File: src/rtl/cpu_types_pkg.sv
// rtl/cpu_types_pkg.sv - shared cpu types for the instruction cache
package cpu_types_pkg;

  localparam int ICACHE_SETS  = 16;
  localparam int ICACHE_IDX_W = 4;
  localparam int ICACHE_TAG_W = 26;

  typedef struct packed {
    logic [ICACHE_TAG_W-1:0] tag;
    logic [ICACHE_IDX_W-1:0] idx;
    logic [1:0]              bytoff;
  } icachef_t;

  typedef struct packed {
    logic                    valid;
    logic [ICACHE_TAG_W-1:0] tag;
    logic [31:0]             data;
  } icache_frame_t;

  typedef enum logic {
    LOOKUP = 1'b0,
    FILL   = 1'b1
  } icache_state_t;

endpackage

File: src/rtl/icache.sv
// rtl/icache.sv - direct-mapped one-word-per-block instruction cache with fill FSM
module icache
  import cpu_types_pkg::*;
#(
  parameter int SETS = 16
) (
  input  logic        CLK,
  input  logic        nRST,
  input  logic        imemREN,
  input  logic [31:0] imemaddr,
  input  logic        iflush,
  output logic        ihit,
  output logic [31:0] imemload,
  output logic        iREN,
  output logic [31:0] iaddr,
  input  logic        iwait,
  input  logic [31:0] iload
);

  localparam int IDX_W = $clog2(SETS);
  localparam int TAG_W = 30 - IDX_W;

  icache_state_t     state_q;
  logic [29:0]       miss_addr_q;
  logic [SETS-1:0]   valid_q;
  logic [TAG_W-1:0]  tag_q  [SETS];
  logic [31:0]       data_q [SETS];

  logic [IDX_W-1:0]  req_idx;
  logic [TAG_W-1:0]  req_tag;
  logic [IDX_W-1:0]  miss_idx;
  logic [TAG_W-1:0]  miss_tag;
  logic              hit;
  logic              unused_byteoff;

  assign req_idx        = imemaddr[IDX_W+1:2];
  assign req_tag        = imemaddr[31:IDX_W+2];
  assign miss_idx       = miss_addr_q[IDX_W-1:0];
  assign miss_tag       = miss_addr_q[29:IDX_W];
  assign unused_byteoff = ^imemaddr[1:0];

  // Hits are only reported in LOOKUP, so a fill never bypasses iload to imemload.
  assign hit = (state_q == LOOKUP) && imemREN && valid_q[req_idx]
             && (tag_q[req_idx] == req_tag);

  assign ihit     = hit;
  assign imemload = hit ? data_q[req_idx] : 32'h0;
  assign iREN     = (state_q == FILL);
  assign iaddr    = (state_q == FILL) ? {miss_addr_q, 2'b00} : 32'h0;

  always_ff @(posedge CLK or negedge nRST) begin
    if (!nRST) begin
      state_q     <= LOOKUP;
      miss_addr_q <= '0;
      valid_q     <= '0;
      for (int i = 0; i < SETS; i++) begin
        tag_q[i]  <= '0;
        data_q[i] <= '0;
      end
    end else if (iflush) begin
      // Flush beats a completing fill: the frame must stay invalid.
      valid_q <= '0;
      state_q <= LOOKUP;
    end else begin
      case (state_q)
        LOOKUP: begin
          if (imemREN && !hit) begin
            miss_addr_q <= imemaddr[31:2];
            state_q     <= FILL;
          end
        end
        FILL: begin
          if (!iwait) begin
            valid_q[miss_idx] <= 1'b1;
            tag_q[miss_idx]   <= miss_tag;
            data_q[miss_idx]  <= iload;
            state_q           <= LOOKUP;
          end
        end
        default: state_q <= LOOKUP;
      endcase
    end
  end

endmodule

File: config.mk
export PLATFORM = sky130hd
export DESIGN_NAME = icache
export DESIGN_NICKNAME = d
export VERILOG_FILES = /design/src/rtl/cpu_types_pkg.sv /design/src/rtl/icache.sv
export SDC_FILE = /design/constraint.sdc
export NUM_CORES = 1
export LEC_CHECK = 0
export CAP_MARGIN = 5
export CORE_MARGIN = 3
export CORE_UTILIZATION = 45
export DETAILED_ROUTE_END_ITERATION = 16
export GPL_TIMING_DRIVEN = 0
export HOLD_SLACK_MARGIN = 0.03
export SKIP_LAST_GASP = 1
export SLEW_MARGIN = 20
export SYNTH_ARGS = -nofsm -noshare
export SYNTH_HDL_FRONTEND = slang
export SYNTH_SLANG_ARGS = --single-unit
File: constraint.sdc
create_clock -name CLK -period 4 [get_ports CLK]
set_input_delay 0.4 -clock CLK [delete_from_list [all_inputs] [get_ports CLK]]
set_output_delay 0.4 -clock CLK [all_outputs]
set_load 0.01 [all_outputs]
-- Word-level counts from Yosys, hierarchy flattened
Cells that the tools add are included.
- magnitude comparators: 6
- equal/unequal tests: 2
- multiplexer cells: 25
- bitwise operators: 6
- reduce and logical (&&, ||, !) cells: 11
- operator list (operator ; count):
    512-bit bitwise mux ; 1
    416-bit bitwise mux ; 1
    32-bit 2-to-1 mux ; 5
    32-bit binary-select mux with 4-bit select ; 1
    32-bit demux with 4-bit select ; 1
    26-bit binary-select mux with 4-bit select ; 1
    26-bit demux with 4-bit select ; 1
    26-bit 2-to-1 mux ; 3
    16-bit 2-to-1 mux ; 3
    26-bit == test ; 1
    16-bit bitwise OR ; 1
    5-bit >= comparator (second input constant) ; 2
    4-bit by 5-bit less-than comparator with 1-bit output (second input constant) ; 2
    4-bit inverter with 5-bit output ; 2
    1-bit logical AND ; 6
    3-bit AND reduction ; 2
    5-bit by 1-bit less-than comparator with 1-bit output (second input constant) ; 1
    1-bit 2-to-1 mux ; 5
    1-bit binary-select mux with 4-bit select ; 1
    1-bit demux with 4-bit select ; 1
    4-bit by 1-bit >= comparator with 1-bit output (second input constant) ; 1
    1-bit inverter ; 3
    2-bit != test (second input constant) ; 1
    1-bit one-hot mux with 2 select lines ; 1
    3 further kinds ; 3
- register bits after elaboration: 975
- bits of input ports: 69
- logic and storage cells: 85

-- Longest topological paths before layout
Gate-level depths: netlist of run 1.
- depth after elaboration: 11
- depth in mapped cells: 13
- gate-level depth less buffers: 8

-- Worst setup path after synthesis of run 1
OpenSTA, ideal clock, no wires.
- path kind: in2out
- start: input imemaddr[2]
- end: output imemload[10]
- data arrival time: 3.177 ns
- required time: 3.600 ns
- setup slack: 0.423 ns
- cell stages on the path: 12
- cells stage by stage: buf_6 > buf_6 > buf_2 > mux4_2 > mux2i_1 > mux2i_1 > xnor2_1 > nand4_1 > or2_2 > or4_4 > buf_2 > nor2b_1
- cells in the longest elaborated chain, start to end: 7
- elaborated cells on any way between the ends: 13
- those cells by class: eq/ne (1); mux (9); bitwise (1); reduce/logical (2)
- RTL lines (element ; RTL line ; text):
    from (decl) ; icache.sv:10 ; input logic [31:0] imemaddr,
    4-bit inverter with 5-bit output (not written as such) ; icache.sv:44, icache.sv:47 ;
    26-bit binary-select mux with 4-bit select ; icache.sv:44 ; && (tag_q[req_idx] == req_tag);
    26-bit 2-to-1 mux (not written as such) (2 in a row) ; icache.sv:44 ;
    26-bit == test ; icache.sv:44 ;
    1-bit logical AND ; icache.sv:44 ;
    32-bit 2-to-1 mux * ; icache.sv:47 ; assign imemload = hit ? data_q[req_idx] : 32'h0;
    to (decl) ; icache.sv:13 ; output logic [31:0] imemload,
Every way passes the cells marked *; elsewhere a longest branch is shown, timed or not. The select of a mux whose other input is x is not followed.

-- Worst setup path in the final report of run 1
- start: input imemaddr[3]
- end: output imemload[19]
Same word-level chain as after synthesis.

==> results of run 1 <==
==> power groups by stage <==
| stage | sequential (mW) | combinational, mW | clock [mW] |
|---|---|---|---|
| global route | 12.8 | 4.56 | 10.9 |
| global placement | 12.7 | 3.97 | 0 |
| CTS | 12.6 | 4.26 | 10.5 |
| finish | 12.6 | 4.23 | 10.3 |
| floorplan | 12.4 | 3.04 | 0 |
| detailed placement | 12.7 | 4.18 | 0 |
==> kinds of logic after synthesis <==
group	after synthesis	synth area share, %
buffers and inverters	257	2.43
muxes	1272	38.9
and+or+nand+nor	174	2.17
AOI/OAI and AO/OA	54	0.895
xor gates and xnor gates	26	0.514
DFF	975	55.1
other	1	0.00846
==> path summary, 6_finish.rpt <==
check	from	slack [ns]	depth (start not counted)	endpoint
max	imemaddr[3]	-0.50	15	imemload[19]
max in group asynchronous	nRST	1.85	4	data_q[236]$_DFFE_PN0P_
min in group asynchronous	nRST	0.27	2	tag_q[245]$_DFFE_PN0P_
min	imemaddr[12]	0.07	2	miss_addr_q[10]$_DFFE_PN0P_
max reg2reg	iREN$_DFF_PN0_	-0.01	6	tag_q[120]$_DFFE_PN0P_
min reg2reg	valid_q[10]$_DFFE_PN0P_	0.49	2	valid_q[10]$_DFFE_PN0P_
==> area by class of cell <==
class | count | area (sq um)
diodes | 5 | 12.5
plain buffers | 239 | 1230
clock buffers | 145 | 3060
clock inverters | 43 | 614
fillers | 7849 | 45300
inverters | 16 | 63.8
multi-input cells | 1528 | 19200
flip-flops and latches | 975 | 24400
well taps | 1276 | 1600
repair buffers | 150 | 1670
==> placed cells by master, fill, tap and decap left out, types with 24 or more instances in the layout <==
master and count:
sky130_fd_sc_hd__clkbuf_16 108, sky130_fd_sc_hd__buf_2 36, sky130_fd_sc_hd__dfrtp_1 975, sky130_fd_sc_hd__and2_1 31, sky130_fd_sc_hd__buf_6 46, sky130_fd_sc_hd__mux2_1 29
sky130_fd_sc_hd__mux2_2 935, sky130_fd_sc_hd__clkbuf_1 123, sky130_fd_sc_hd__buf_1 44, sky130_fd_sc_hd__nor2b_4 24, sky130_fd_sc_hd__clkdlybuf4s50_1 89, sky130_fd_sc_hd__nor2_1 38
sky130_fd_sc_hd__mux4_2 265, sky130_fd_sc_hd__mux2i_1 42
==> metal layers <==
metal  up-vias  global-route usage (%)  part of all wire (%)
li1      10800                       -                     -
met1     14200                    32.9                    41
met2       792                    42.4                    50
met3       236                    4.91                   6.0
met4         6                    8.09                   3.4
met5         -                       0                 0.036
==> state kept, by name, indices dropped and copies added (netlist names) <==
signal / cells
valid_q: 16
miss_addr_q: 30
data_q: 512
iREN: 1
tag_q: 416
==> cell usage after synthesis (all sizes together) (3+ instances only) <==
master,instances
nand2b,10
and3,5
o22ai,11
o2111ai,3
or3,4
nand4,7
buf,109
and2,31
or2,3
xnor2,16
o21ai,3
nand2,19
nand3,5
a21oi,9
nand3b,3
mux2i,43
clkbuf,132
a221oi,4
nor2b,37
mux4,265
nor2,38
xor2,10
mux2,964
o221ai,4
dfrtp,975
or4,3
inv,15
==> metrics by stage <==
stage	util, %	worst slack (ns)	hold slack [ns]	cell area [sq um]
2_1_floorplan	-	0.423	0.104	44300
3_3_place_gp	48.6	-38.59	0.474	47200
3_5_place_dp	48.8	-2.74	0.315	47400
4_1_cts	53.2	-0.542	0.0396	51700
5_1_grt	53.3	-0.583	0.0602	51800
6_report	53.3	-0.502	0.0725	51800
==> worst max-delay path, stage by stage <==
cell and delay (ns):
sky130_fd_sc_hd__buf_4 0.16, sky130_fd_sc_hd__buf_6 0.22, sky130_fd_sc_hd__buf_8 0.23, sky130_fd_sc_hd__buf_6 0.22
sky130_fd_sc_hd__mux4_2 0.33, sky130_fd_sc_hd__o22ai_1 0.19, sky130_fd_sc_hd__nor2_1 0.09, sky130_fd_sc_hd__xnor2_2 0.29
sky130_fd_sc_hd__nor4b_4 0.39, sky130_fd_sc_hd__nand4_1 0.15, sky130_fd_sc_hd__or4_4 0.65, sky130_fd_sc_hd__buf_4 0.19
sky130_fd_sc_hd__buf_12 0.15, sky130_fd_sc_hd__nor2b_1 0.16, sky130_fd_sc_hd__clkdlybuf4s15_2 0.24
==> what timing repair did <==
| item | 4_1_cts | 5_1_grt |
|---|---|---|
| endpoints found under the hold margin | 75 | 0 |
| setup endpoints to repair | 142 | 58 |
| gates resized for setup | 271 | 68 |
| pin swaps | 4 | 2 |
| hold buffers | 1 | 0 |
| gates cloned | 1 | 0 |
| setup buffers | 12 | 6 |
==> summary by stage, run 1 <==
STA
The timing-limited maximum frequency is 0.222 GHz. The final max-slew violation count is 0. In the final timing run, aggregate negative setup slack is -13.08 ns.

Headroom to the max-slew limit came out at 19.8%. The number of endpoints with negative hold slack in the final report was 0. The number of setup violations in the final report is 40. Setup repair after global routing could not meet its margin everywhere. For the pin with the worst max-slew slack, the measured transition is between 1 and 1.5 ns. The final worst-path cycle share is 113%. The worst path in the final design needs a cycle of approximately 4.5 ns, including I/O delays and setup. The clock arrives with 0.0308 ns of skew. In the post-route analysis, the smallest setup slack over all paths is -0.502 ns.

Clocking
The total clock sinks is 975. The later pin in the worst-skew pair is clocked with a latency of roughly 0.7 ns. The TritonCTS clock tree is yes. Clock-pin slew was measured on the worst setup and hold paths at 0.06 ns.

TritonCTS created 107 clock buffers. The longest clock path from root to sink contains 3 buffers. The cell at the root of the clock tree is sky130_fd_sc_hd__clkbuf_16. CTS built an H-tree with a depth of 3.

Logic synthesis
For this run, the register share of the synthesized area comes to 55.1%. The most area-hungry cell type in the Yosys netlist is sky130_fd_sc_hd__dfrtp_1. Sorting the synthesized cells by area gives the leading types as sky130_fd_sc_hd__dfrtp_1 55%, sky130_fd_sc_hd__mux2_2 24%, sky130_fd_sc_hd__mux4_2 13%. The synthesized area per cell is 16.1 sq um.

The Yosys step of the flow raised 0 warnings. In this run the cell area of the synthesized design comes to 44,300 sq um. The synthesized design contains 0 enable-type register cells. The share of async-settable or async-resettable flops after synthesis is 100%. The cell count after synthesis is 2,759.

The leading register cell type out of synthesis is sky130_fd_sc_hd__dfrtp_1. The area share of the leading cell type in the synthesized netlist is a little under three fifths. Synthesis inferred 975 register bits. The synthesized netlist contains 58 unique library cells.

Pwr
The design draws 27.1 mW. The internal portion of the total power is between 20 and 25 mW. For this design the total switching power over the nets is approximately 6.8 mW. For this design the static power due to leakage is 24.2 nW. Of the total power, registers draw approximately 47%. Per report_power, the combinational group accounts for 15.6% of the total. In this run the power density over the cells is about 520 nW/um^2. The switching share of power is 25.2%. The clock network is responsible for between 30% and 40% of the overall power. Across the VDD grid, the largest voltage drop is 0.391 mV.

GRT
The number of antenna violations at the first check in global routing came to 9. In the global route stage, overall resource usage came out at roughly 25%. Entering global routing, the biggest net connects 159 pins. The global-route congestion overflow total is 0.

The first global-routing pass estimated approximately 190,000 um of wire. The via count of the first global-routing pass is 28,700.

Critical path
The sort of element at the start of the critical path is an input pin. In this run the worst path has a maximum fanout of 10. The worst setup path is captured at an output port. The endpoint required time on the critical path is 3.60 ns. The critical path is of the in -> out type.

For the worst setup path, the data arrival time is just over 4 ns.

Min path
The path category of the worst min-delay check is in -> reg.

Placed design
After detailed placement, the design holds a cell count of 4,168. The count of input and output buffers is ~130. The final estimated routing congestion in global placement is 0.861. The detailed placement HPWL is 86,100 um.

Final layout
The fraction of final layout cells sized beyond drive strength 1 is 50.8%. The area added between synthesis and finish is 16.9%. The net total in the final layout is 3,086. Leaving out filler cells and counting taps, the final layout contains around 4,400.

Route
The via count is 26,000. In the routed design, unresolved DRC markers number 0. The via density per instance is about 5.9.

Dividing the detail-routed wire length by the instance count gives 29.0 um. The wire length reported by the detailed router is about 130,000 um. In this run, the number of DRC markers left after iteration 0 of detailed routing was 1,917. The number of nets still failing antenna checks after routing is 0. The number of iterations in the first detailed-routing pass is 7.

Floorplanning
Measured along the x axis, the die boundary spans 320 um. The floorplan has about 110 rows. The die covers ~100,000 sq um. The total area inside the core boundary comes to ~97,000 sq um. The number of top-level design ports is ~140. The die is 320 um tall. The initial cell density of the core is 45.6%.

Run status
The final reports fail on setup timing. The run finished, with violations left.

Flow run
Across the run, the number of max-cap violations was 0.
Note: power is estimated with default switching activity, not from simulation.
==> run 2: changes to the inputs <==
--- a/config.mk
+++ b/config.mk
@@ -11,6 +11,7 @@
 export DETAILED_ROUTE_END_ITERATION = 16
 export GPL_TIMING_DRIVEN = 0
 export HOLD_SLACK_MARGIN = 0.03
+export REMOVE_ABC_BUFFERS = 1
 export SKIP_LAST_GASP = 1
 export SLEW_MARGIN = 20
 export SYNTH_ARGS = -nofsm -noshare
==> run 2 against run 1 <==
  * Die area did not move
  * The flow still finishes with violations (setup timing)
  * Non-clock buffer count fell by 148
  * Critical endpoint is now imemload[10]
  * Worst hold slack better by 0.28 ns
  * Utilization rose by 0.53 points
  * Register-to-register slack improved by 0.15 ns
  * Flip-flop and latch count unchanged
  * Final area increased by 0.98%
==> summary by stage, run 2 (synthesis gave the netlist of run 1 again) <==
Run status
The flow ran to the end, but the final reports show violations. The checks that failed: setup timing.

Route
The wire length reported by the detailed router is 119,000 um (-6.3%). The via density per instance is 5.89 (-0.77%). The average detailed-routed wire length per instance is 28.2 um (-3.0%). The via count is 24,900 (-4.1%).

The number of DRC violations after detailed-routing iteration 0 is 1,477 (-23%). The number of design rule violations left after detail routing was 0 (unchanged). The number of nets still failing antenna checks after routing is 0 (unchanged). The number of iterations in the first detailed-routing pass is 7 (unchanged).

Final layout
Leaving out fill and tap cells, the most frequent cell in the layout is sky130_fd_sc_hd__dfrtp_1. The fraction of final layout cells sized beyond drive strength 1 was 53.2% (+2.4 points). The fill cell total of the finished layout is 7,681 (-2.1%). The area added between synthesis and finish is 18.1%. The largest register by flop count is data_q. The library cells used most frequently in the layout, excluding fill and tap cells, are 974 x sky130_fd_sc_hd__dfrtp_1, 935 x sky130_fd_sc_hd__mux2_2, 265 x sky130_fd_sc_hd__mux4_2, 107 x sky130_fd_sc_hd__clkbuf_16, 92 x sky130_fd_sc_hd__clkdlybuf4s50_1. The flip-flop count of the largest register after layout is 512 (unchanged). The final cell utilization of the core was 53.9% (+0.53 points). The count of placed standard cells in the final layout, fillers left out is 4,231 (-3.3%).

The largest registers in the layout are data_q: 512 flops, tag_q: 416 flops, miss_addr_q: 30 flops. The final cell area excluding filler cells was 52,300 sq um (+0.98%). The net total in the final layout is 2,936 (-4.9%).

GRT
The number of antenna violations at the first check in global routing is 7 (-2). The pin count of the biggest net entering global routing was 161 (+1.3%). The global-route wire length before repair is 180,000 um (-5.3%). The combined global-route utilization of all metal layers was 23.6% (-1.5 points).

The via count of the first global-routing pass was 27,700 (-3.6%). The global-route congestion overflow total is 0 (unchanged).

Critical path
The endpoint required time on the critical path is 3.60 ns (about the same). The endpoint of the worst-slack reg-to-reg timing path is data_q[481]$_DFFE_PN0P_. The critical path goes through mux4_2 -> mux4_2 -> xnor2_4 -> and4b_1 -> nand4_1 -> buf_6 -> or4_4 -> buf_12 -> nor2b_1 -> buf_2. The depth of the most critical reg-to-reg path was 9 (+3). The worst flop-to-flop path startpoint is iREN$_DFF_PN0_. In this run the worst setup path begins at tag_q[328]$_DFFE_PN0P_. Following the worst setup path forward leads to its endpoint at imemload[10]. The category of the most critical setup path is reg -> out. The slack of the worst reg-to-reg path is 0.14 ns (+0.15 ns).

The delay of the slowest cell on the worst path is 0.62 ns (-0.03 ns). The largest fanout on the critical path is 5 (-5). The data arrival time of the worst path was 4.02 ns (-0.08 ns). The worst setup path is captured at an output port. STA classifies the critical path startpoint as a flip-flop.

The critical path's most frequent cell is sky130_fd_sc_hd__mux4_2. The cell at the slowest stage of the critical path is sky130_fd_sc_hd__or4_4.

Clocking
The total clock sinks is 975 (unchanged). The maximum number of buffers from clock root to sink is 3 (unchanged). The TritonCTS clock tree is yes.

The clock transition at the register clock pins on the worst setup and hold paths after CTS came to 0.06 ns (about the same). The total CTS buffers is 104 (-2.8%). The count of H-tree levels built during CTS is 3 (unchanged).

The clock latency at the later pin of the worst-skew pair is 0.68 ns (about the same). The root buffer cell chosen for the clock tree is sky130_fd_sc_hd__clkbuf_16.

STA
The transition time of the tightest slew-check pin came to 0.948 ns (-0.256 ns). The time the final worst path needs with I/O delays and setup is 4.42 ns (-0.0810 ns). The worst max-slew margin expressed relative to the limit came to 36.6% (+17 points).

The final sum of negative setup slack is -11.12 ns (+1.96 ns). The timing-limited maximum frequency is 0.226 GHz (+1.8%). The final max-slew violation count came to 0 (unchanged). Setup repair after global routing could not meet its margin everywhere. The final setup slack of the worst path is -0.421 ns (+0.0810 ns). The worst-case clock skew is 0.0216 ns (-0.00913 ns). The worst-case hold slack is 0.356 ns (+0.283 ns).

The final worst-path cycle share was 111% (-2.0 points). The number of setup violations in the final report is 33 (-18%). The number of endpoints with negative hold slack in the final report is 0 (unchanged).

Pwr
The standby leakage power is 24.5 nW (+1.3%). The worst IR drop on VDD is 0.339 mV (-13%). The power per standard cell area is 502 nW/um^2 (-3.9%). The post-layout total power is 26.3 mW (-3.0%).

Placed design
The count of input and output buffers is 130 (+4.0%). The detailed placement HPWL came to 70,700 um (-18%). The count of placed standard cells including taps came to 4,008 (-3.8%).

The post-place instance area is 48,000 sq um (+1.3%). The worst setup slack after placement was -1.86 ns (+0.887 ns). The final estimated routing congestion in global placement is 0.723 (-16%).

Floorplanning
The initial cell density of the core is 45.6% (unchanged). The die boundary height came to 320 um (unchanged). The number of top-level design ports is 135 (unchanged). The standard-cell row count came to 114 (unchanged). The chip width is 320 um (unchanged). The die footprint is 102,000 sq um (unchanged). The core region area is 97,100 sq um (unchanged).

Flow run
The reported max-cap violation count came to 0 (unchanged).

Min path
The path category of the worst min-delay check is in -> reg. The cell depth of the worst min-delay path is 2 (unchanged).
## run 2: power by group
part	total [mW]	switching (mW)	leakage, nW	internal (mW)
clock	9.56	3.93	1.69	5.63
combinational	4.00	1.47	9.55	2.53
sequential	12.7	1.09	13.2	11.6
## run 2: worst min path at each step
stage	start	to	slack (ns)
floorplan	nRST	data_q[0]$_DFFE_PN0P_	0.10
global placement	valid_q[11]$_DFFE_PN0P_	valid_q[11]$_DFFE_PN0P_	0.47
detailed placement	tag_q[251]$_DFFE_PN0P_	tag_q[251]$_DFFE_PN0P_	0.49
CTS	imemaddr[4]	miss_addr_q[2]$_DFFE_PN0P_	0.33
global route	imemaddr[4]	miss_addr_q[2]$_DFFE_PN0P_	0.35
finish	imemaddr[4]	miss_addr_q[2]$_DFFE_PN0P_	0.36
## run 2: cell type report
cell class | instances | area [sq um] | area share (%)
Sequential cell | 975 | 24400 | 46.6
Multi-Input combinational cell | 1529 | 19300 | 36.8
Timing Repair Buffer | 241 | 3560 | 6.81
Clock buffer | 159 | 3090 | 5.91
Tap cell | 1276 | 1600 | 3.05
Clock inverter | 29 | 323 | 0.617
Inverter | 16 | 76.3 | 0.146
Antenna cell | 6 | 15.0 | 0.0287
## run 2: critical path, delay by kind of cell (launching register included)
| family | cells | cell delay [ns] |
|---|---|---|
| xor+xnor | 1 | 0.28 |
| buf+inv | 3 | 0.52 |
| flops | 1 | 0.38 |
| mux | 2 | 1.03 |
| simple gates | 4 | 1.13 |
## run 2: layer usage
layer	GRT usage [%]	part of all wire, %
met1	30.9	42
met2	41.0	51
met3	4.30	4.2
met4	5.80	2.3
met5	0	0.052
## run 2: what timing repair did
action,in CTS,in global routing
pin swaps,7,6
setup buffers,13,3
hold endpoints to repair,150,0
gates cloned,12,1
hold buffers,1,0
gates resized for setup,192,41
setup endpoints to repair,62,33
